`src/rtl/imm_pkg.sv`:
```
// Shared opcode constants, format codes and sign-extension helper for the immediate generator.
package imm_pkg;

    localparam logic [4:0] OP_LOAD      = 5'b00000;
    localparam logic [4:0] OP_LOAD_FP   = 5'b00001;
    localparam logic [4:0] OP_OP_IMM    = 5'b00100;
    localparam logic [4:0] OP_AUIPC     = 5'b00101;
    localparam logic [4:0] OP_OP_IMM_32 = 5'b00110;
    localparam logic [4:0] OP_STORE     = 5'b01000;
    localparam logic [4:0] OP_STORE_FP  = 5'b01001;
    localparam logic [4:0] OP_LUI       = 5'b01101;
    localparam logic [4:0] OP_BRANCH    = 5'b11000;
    localparam logic [4:0] OP_JALR      = 5'b11001;
    localparam logic [4:0] OP_JAL       = 5'b11011;
    localparam logic [4:0] OP_SYSTEM    = 5'b11100;

    typedef enum logic [2:0] {
        FMT_NONE = 3'd0,
        FMT_I    = 3'd1,
        FMT_S    = 3'd2,
        FMT_B    = 3'd3,
        FMT_U    = 3'd4,
        FMT_J    = 3'd5,
        FMT_Z    = 3'd6
    } fmt_e;

    typedef enum logic [1:0] {
        ST_EMPTY = 2'd0,
        ST_ONE   = 2'd1,
        ST_FULL  = 2'd2
    } state_e;

    function automatic logic [63:0] sext64(input logic [31:0] v);
        return {{32{v[31]}}, v};
    endfunction

endpackage

```
`src/rtl/imm_decode.sv`:
```
// Combinational RV immediate decode: inst -> imm, fmt, illegal.
// ZICSR_EN enables the Z format (CSR immediate) for SYSTEM opcodes with funct3[2]=1.
module imm_decode
    import imm_pkg::*;
#(
    parameter int unsigned XLEN = 32
) (
    input  logic [31:0]     inst,
    output logic [XLEN-1:0] imm,
    output logic [2:0]      fmt,
    output logic            illegal
);

    logic [31:0] raw;
    fmt_e        f;

    // raw is a 32-bit value whose bit 31 is the sign; Z leaves bit 31 clear so widening stays zero-extended
    always_comb begin
        raw     = '0;
        f       = FMT_NONE;
        illegal = (inst[1:0] != 2'b11);
        if (!illegal) begin
            unique case (inst[6:2])
                OP_LUI, OP_AUIPC: begin
                    raw = {inst[31:12], 12'h000};
                    f   = FMT_U;
                end
                OP_JALR, OP_OP_IMM, OP_LOAD, OP_OP_IMM_32, OP_LOAD_FP: begin
                    raw = {{20{inst[31]}}, inst[31:20]};
                    f   = FMT_I;
                end
                OP_STORE, OP_STORE_FP: begin
                    raw = {{20{inst[31]}}, inst[31:25], inst[11:7]};
                    f   = FMT_S;
                end
                OP_BRANCH: begin
                    raw = {{19{inst[31]}}, inst[31], inst[7], inst[30:25], inst[11:8], 1'b0};
                    f   = FMT_B;
                end
                OP_JAL: begin
                    raw = {{11{inst[31]}}, inst[31], inst[19:12], inst[20], inst[30:21], 1'b0};
                    f   = FMT_J;
                end
`ifdef ZICSR_EN
                OP_SYSTEM: begin
                    if (inst[14]) begin
                        raw = {27'd0, inst[19:15]};
                        f   = FMT_Z;
                    end
                end
`else
                OP_SYSTEM: begin
                    raw = '0;
                    f   = FMT_NONE;
                end
`endif
                default: begin
                    raw = '0;
                    f   = FMT_NONE;
                end
            endcase
        end
        fmt = f;
    end

    generate
        if (XLEN == 64) begin : g_x64
            always_comb imm = sext64(raw);
        end else begin : g_x32
            always_comb imm = raw;
        end
    endgenerate

endmodule

```
`src/rtl/imm_gen_stage.sv`:
```
// Pipelined immediate generator with a 2-entry skid buffer and synchronous flush.
// Optional ZICSR_EN macro enables the CSR immediate format in imm_decode.
module imm_gen_stage
    import imm_pkg::*;
#(
    parameter int unsigned XLEN  = 32,
    parameter int unsigned TAG_W = 32
) (
    input  logic             clk,
    input  logic             rst_n,
    input  logic             flush,
    input  logic             in_valid,
    output logic             in_ready,
    input  logic [31:0]      in_inst,
    input  logic [TAG_W-1:0] in_tag,
    output logic             out_valid,
    input  logic             out_ready,
    output logic [XLEN-1:0]  out_imm,
    output logic [2:0]       out_fmt,
    output logic             out_illegal,
    output logic [TAG_W-1:0] out_tag
);

    logic [XLEN-1:0]  dec_imm;
    logic [2:0]       dec_fmt;
    logic             dec_illegal;

    imm_decode #(.XLEN(XLEN)) u_decode (
        .inst    (in_inst),
        .imm     (dec_imm),
        .fmt     (dec_fmt),
        .illegal (dec_illegal)
    );

    state_e           state, state_nxt;
    logic             accept, fire;
    logic             ld_main_in, ld_skid, ld_main_skid;

    logic [XLEN-1:0]  skid_imm;
    logic [2:0]       skid_fmt;
    logic             skid_illegal;
    logic [TAG_W-1:0] skid_tag;

    // Handshakes derive from the registered state only, so in_ready has no path from out_ready
    assign in_ready  = (state != ST_FULL);
    assign out_valid = (state != ST_EMPTY);
    assign accept    = in_valid & in_ready;
    assign fire      = out_valid & out_ready;

    always_comb begin
        state_nxt    = state;
        ld_main_in   = 1'b0;
        ld_skid      = 1'b0;
        ld_main_skid = 1'b0;
        if (flush) begin
            state_nxt = ST_EMPTY;
        end else begin
            unique case (state)
                ST_EMPTY: begin
                    if (accept) begin
                        state_nxt  = ST_ONE;
                        ld_main_in = 1'b1;
                    end
                end
                ST_ONE: begin
                    if (accept && fire) begin
                        ld_main_in = 1'b1;
                    end else if (accept) begin
                        state_nxt = ST_FULL;
                        ld_skid   = 1'b1;
                    end else if (fire) begin
                        state_nxt = ST_EMPTY;
                    end
                end
                ST_FULL: begin
                    if (fire) begin
                        state_nxt    = ST_ONE;
                        ld_main_skid = 1'b1;
                    end
                end
                default: state_nxt = ST_EMPTY;
            endcase
        end
    end

    always_ff @(posedge clk or negedge rst_n) begin
        if (!rst_n) begin
            state <= ST_EMPTY;
        end else begin
            state <= state_nxt;
        end
    end

    always_ff @(posedge clk or negedge rst_n) begin
        if (!rst_n) begin
            out_imm      <= '0;
            out_fmt      <= '0;
            out_illegal  <= 1'b0;
            out_tag      <= '0;
            skid_imm     <= '0;
            skid_fmt     <= '0;
            skid_illegal <= 1'b0;
            skid_tag     <= '0;
        end else begin
            if (ld_main_in) begin
                out_imm     <= dec_imm;
                out_fmt     <= dec_fmt;
                out_illegal <= dec_illegal;
                out_tag     <= in_tag;
            end else if (ld_main_skid) begin
                out_imm     <= skid_imm;
                out_fmt     <= skid_fmt;
                out_illegal <= skid_illegal;
                out_tag     <= skid_tag;
            end
            if (ld_skid) begin
                skid_imm     <= dec_imm;
                skid_fmt     <= dec_fmt;
                skid_illegal <= dec_illegal;
                skid_tag     <= in_tag;
            end
        end
    end

endmodule
```
`config.mk`:
```
export PLATFORM = sky130hd
export DESIGN_NAME = imm_gen_stage
export DESIGN_NICKNAME = d
export VERILOG_FILES = /design/src/rtl/imm_pkg.sv /design/src/rtl/imm_decode.sv /design/src/rtl/imm_gen_stage.sv
export SDC_FILE = /design/constraint.sdc
export NUM_CORES = 1
export LEC_CHECK = 0
export ABC_CLOCK_PERIOD_IN_PS = 1800
export CORE_MARGIN = 2
export CORE_UTILIZATION = 50
export CTS_BUF_LIST = sky130_fd_sc_hd__clkbuf_4 sky130_fd_sc_hd__clkbuf_8
export CTS_CLUSTER_DIAMETER = 80
export CTS_CLUSTER_SIZE = 30
export DETAILED_ROUTE_END_ITERATION = 6
export HOLD_SLACK_MARGIN = 0.03
export PLACE_DENSITY = 0.79
export SYNTH_ARGS = -nofsm -noshare
export SYNTH_HDL_FRONTEND = slang
export SYNTH_SLANG_ARGS = --single-unit
```
`constraint.sdc`:
```
create_clock -name clk -period 1.8 [get_ports clk]
set_input_delay 0.27 -clock clk [delete_from_list [all_inputs] [get_ports clk]]
set_output_delay 0.27 -clock clk [all_outputs]
set_load 0.05 [all_outputs]
```
==> summary.md <==
| Metric | Value |
|---|---|
| CP max FO | 16 |
| IO buf count | 138 |
| Final antenna-violating net count | 0 |
| TritonCTS clock tree | done |
| Area of the mapped netlist | 6160 um2 |
| Row count | 40 |
| Worst slack, placed | -0.687 ns |
| Synth Area in Adders | 0 |
| Fmax | roughly 570 MHz |
| Fin Clk Skew | approximately 0.005 ns |
| WL met2 | 8700 um |
| Clock Latency Late Sink | roughly 0.44 ns |
| Htree depth | 4 |
| Leak | 0.00416 uW |
| Die width | roughly 120 um |
| Final core utilization | 0.708 |
| Synth Area in Simple Gates | 0.171 |
| Global route total overflow | 0 |
| Crit-path max cell delay | ~0.48 ns |
| Slew Viols, Final | 0 |
| Syn Nets | 687 |
| Final period util | 0.967 |
| Max IR drop VDD | approximately 0.54 mV |
| Setup crit end kind | register |
| Sequential-to-total area share from yosys stat | 0.561 |
| Yosys top cell area share | 0.561 |
| Area contributors post-synth | dfrtp_1 (56%), nand2_1 (12%), a22oi_1 (5.7%) |
| Via count | 5,475 |
| DR top layer | met4 |
| Initial drt markers | around 460 |
| Relative slew margins | 0.650 |
| Max-cap check violation count | 0 |
| N_diodes | 0 |
| Final hold violations | 0 |
| First-pass GRT wire length | 27,700 um |
| Unrepaired setup endpoints after global routing | no |
| Die Span Y | 115 um |
| Routed WL | 17,200 um |
| Worst-path clk slew | 0.07 ns |
| Leading area contributor after synthesis | dfrtp_1 |
| GP Congestion | 0.938 |
| Fill cells | around 900 |
| Drt drc | 0 |
| #FFs+latches synth | 138 |
| Yosys cell types | 49 |
| Main combinational cell family by area after synthesis | compound AO/OA/AOI/OAI gates |
| Core Box Area | 12,000 um2 |
| Final setup violation count | 0 |
| Fin area | 8500 um2 |
| Share of layout cells above drive strength 1 | 0.175 |
| DIE AREA | 13,200 um2 |
| TritonRoute pass-1 iters | 5 |
| Vias in the first global route | 5,477 |
| Initial antenna violation count | 0 |
| WP data required | 2.15 ns |
| Final setup margin | 0.0601 ns |
| Num CTS Buffers | 17 |
| CP cell instances | clkdlybuf4s50_1 -> or3b_1 -> o311ai_4 -> buf_4 -> o2111ai_4 -> buf_12 -> o21ai_0 |
| Overall power | 8420 uW |
| Top cells by count, synth | nand2_1 (205), dfrtp_1 (138), a22oi_1 (47) |
| Vias per cell | 5.74 |
| Clock Sinks | about 140 |
| Largest net degree at the start of global routing | 60 |
| Arrival @ worst endpoint | 2.09 ns |
| Post-synthesis async set-or-reset flop share | 1.00 |
| Starting density of the core | 0.513 |
| Mux share of post-synthesis cell area | 0.0359 |
| Post-DP Area | 8040 um2 |
| CTS root buffer | clkbuf_8 |
| Critical path class | input pin to register |
| Number of synthesized flops with an enable pin | 0 |
| Final min period | 1.74 ns |
| Gr usage total | 0.269 |
| CP max stage cell | clkdlybuf4s50_1 |
| Ys Warns | 0 |
| XOR/XNOR Fraction of Synth Area | 0 |
| DPL Wire Length | 11,700 um |
| Longest Clk Path Bufs | 2 |
| Status | finished, final reports clean |
| Synth Area in Compound Gates | 0.190 |
| Pwr dens | 990 nW/um2 |
| Hold Crit Class | input pin to asynchronous set/reset pin |
| Wire length on met1 | 7180 um |
| Routed wire length per instance | 18.0 um |
| Layout area overhead | 37.9% |
| Layout net count | a little under 900 |
| Ports | 139 |
| Mapped Avg Cell Area | 9.97 um2 |
| Most frequent cell after synthesis | nand2_1 |
| Worst-Margin Slew | 0.527 ns |
| Startpoint Class | input pin |
| Prevailing post-synth register cell | dfrtp_1 |
| Synth Instances | 618 |
| Met3 WL | 907 um |
-- layer usage --
layer / up-vias / track usage
met4: 0 / 0.118
met1: 2720 / 0.355
met5: - / 0
met3: 31 / 0.0517
met2: 218 / 0.436
li1: 2506 / -
-- where the power goes --
group	leakage [uW]	switching [uW]	internal, uW
logic	0.00216	1350	688
registers	0.00181	245	3520
clock network	0.000198	1130	1480
total	0.00416	2730	5690
-- cells in the final DEF (no fill, tap or decap), types with 3 or more instances in the layout --
cell type,instances
dlygate4sd2_1,54
nor2b_1,3
dlymetal6s2s_1,3
buf_4,68
a21oi_1,25
buf_6,3
nand2_1,204
buf_12,11
mux2i_1,21
nand2b_1,4
a22oi_1,47
bufinv_16,3
o21ai_1,13
clkdlybuf4s50_1,64
dfrtp_1,138
a31oi_1,3
nor2_1,18
inv_1,10
clkbuf_8,21
o21ai_0,6
clkinvlp_4,3
a22o_1,6
o22ai_1,22
o31ai_1,3
a221oi_2,10
nand3_1,3
-- area by class of cell --
| type | count | area [um2] | area share |
|---|---|---|---|
| timing repair buffer | 204 | 1930 | 0.227 |
| inverter | 10 | 37.5 | 0.00442 |
| tap | 147 | 184 | 0.0216 |
| sequential | 138 | 3450 | 0.406 |
| clock buffer | 21 | 289 | 0.0340 |
| clock inverter | 7 | 118 | 0.0138 |
| multi-input combinational | 427 | 2490 | 0.293 |
-- critical path, delay by kind of cell --
kind            cells  cell delay [ns]
compound gates      3             0.46
buf+inv             3             0.89
simple gates        1             0.47
-- path summary, 6_finish.rpt --
path                                  start     endpoint  slack, ns  depth (start not counted)
worst min register to register  out_tag[21]  out_tag[21]       0.47                          2
worst max-delay path             in_inst[3]  skid_imm[1]       0.06                          7
worst max register to register     state[0]  out_imm[20]       0.07                          5
min in group clk                  in_tag[4]  skid_tag[4]       0.39                          3
max in group asynchronous             rst_n   out_imm[0]       0.90                          3
worst min-delay path                  rst_n   out_tag[2]       0.27                          2
-- cell families after synthesis --
logic type	Yosys count
AND/OR/NAND/NOR	251
AO/OA/AOI/OAI	154
flip-flops	138
buffers and inverters	53
multiplexers	22
-- timing repair --
| item | 4_1_cts | 5_1_grt |
|---|---|---|
| gates resized for setup | 56 | 12 |
| endpoints found under the hold margin | 31 | 0 |
| buffers inserted | 2 | 5 |
| hold buffers | 1 | 0 |
| pin swaps | 1 | 2 |
| setup endpoints to repair | 65 | 42 |
-- registers in the layout, summed over array words and instances (netlist names), 2 cells and up --
name and cells:
state 2, skid_fmt 3, skid_tag 32, out_imm 32, out_fmt 3, skid_imm 32
out_tag 32
-- stage by stage --
stage / hold WS (ns) / instances / setup TNS [ns]
final: 0.268 / 954 / 0
after global routing: 0.296 / 954 / 0
after CTS: 0.263 / 949 / 0
after detailed placement: 0.176 / 918 / -37.60
after global placement: 0.172 / 918 / -30.47
after floorplan: -0.0256 / 618 / 0
Note: power is estimated with default switching activity, not from simulation.
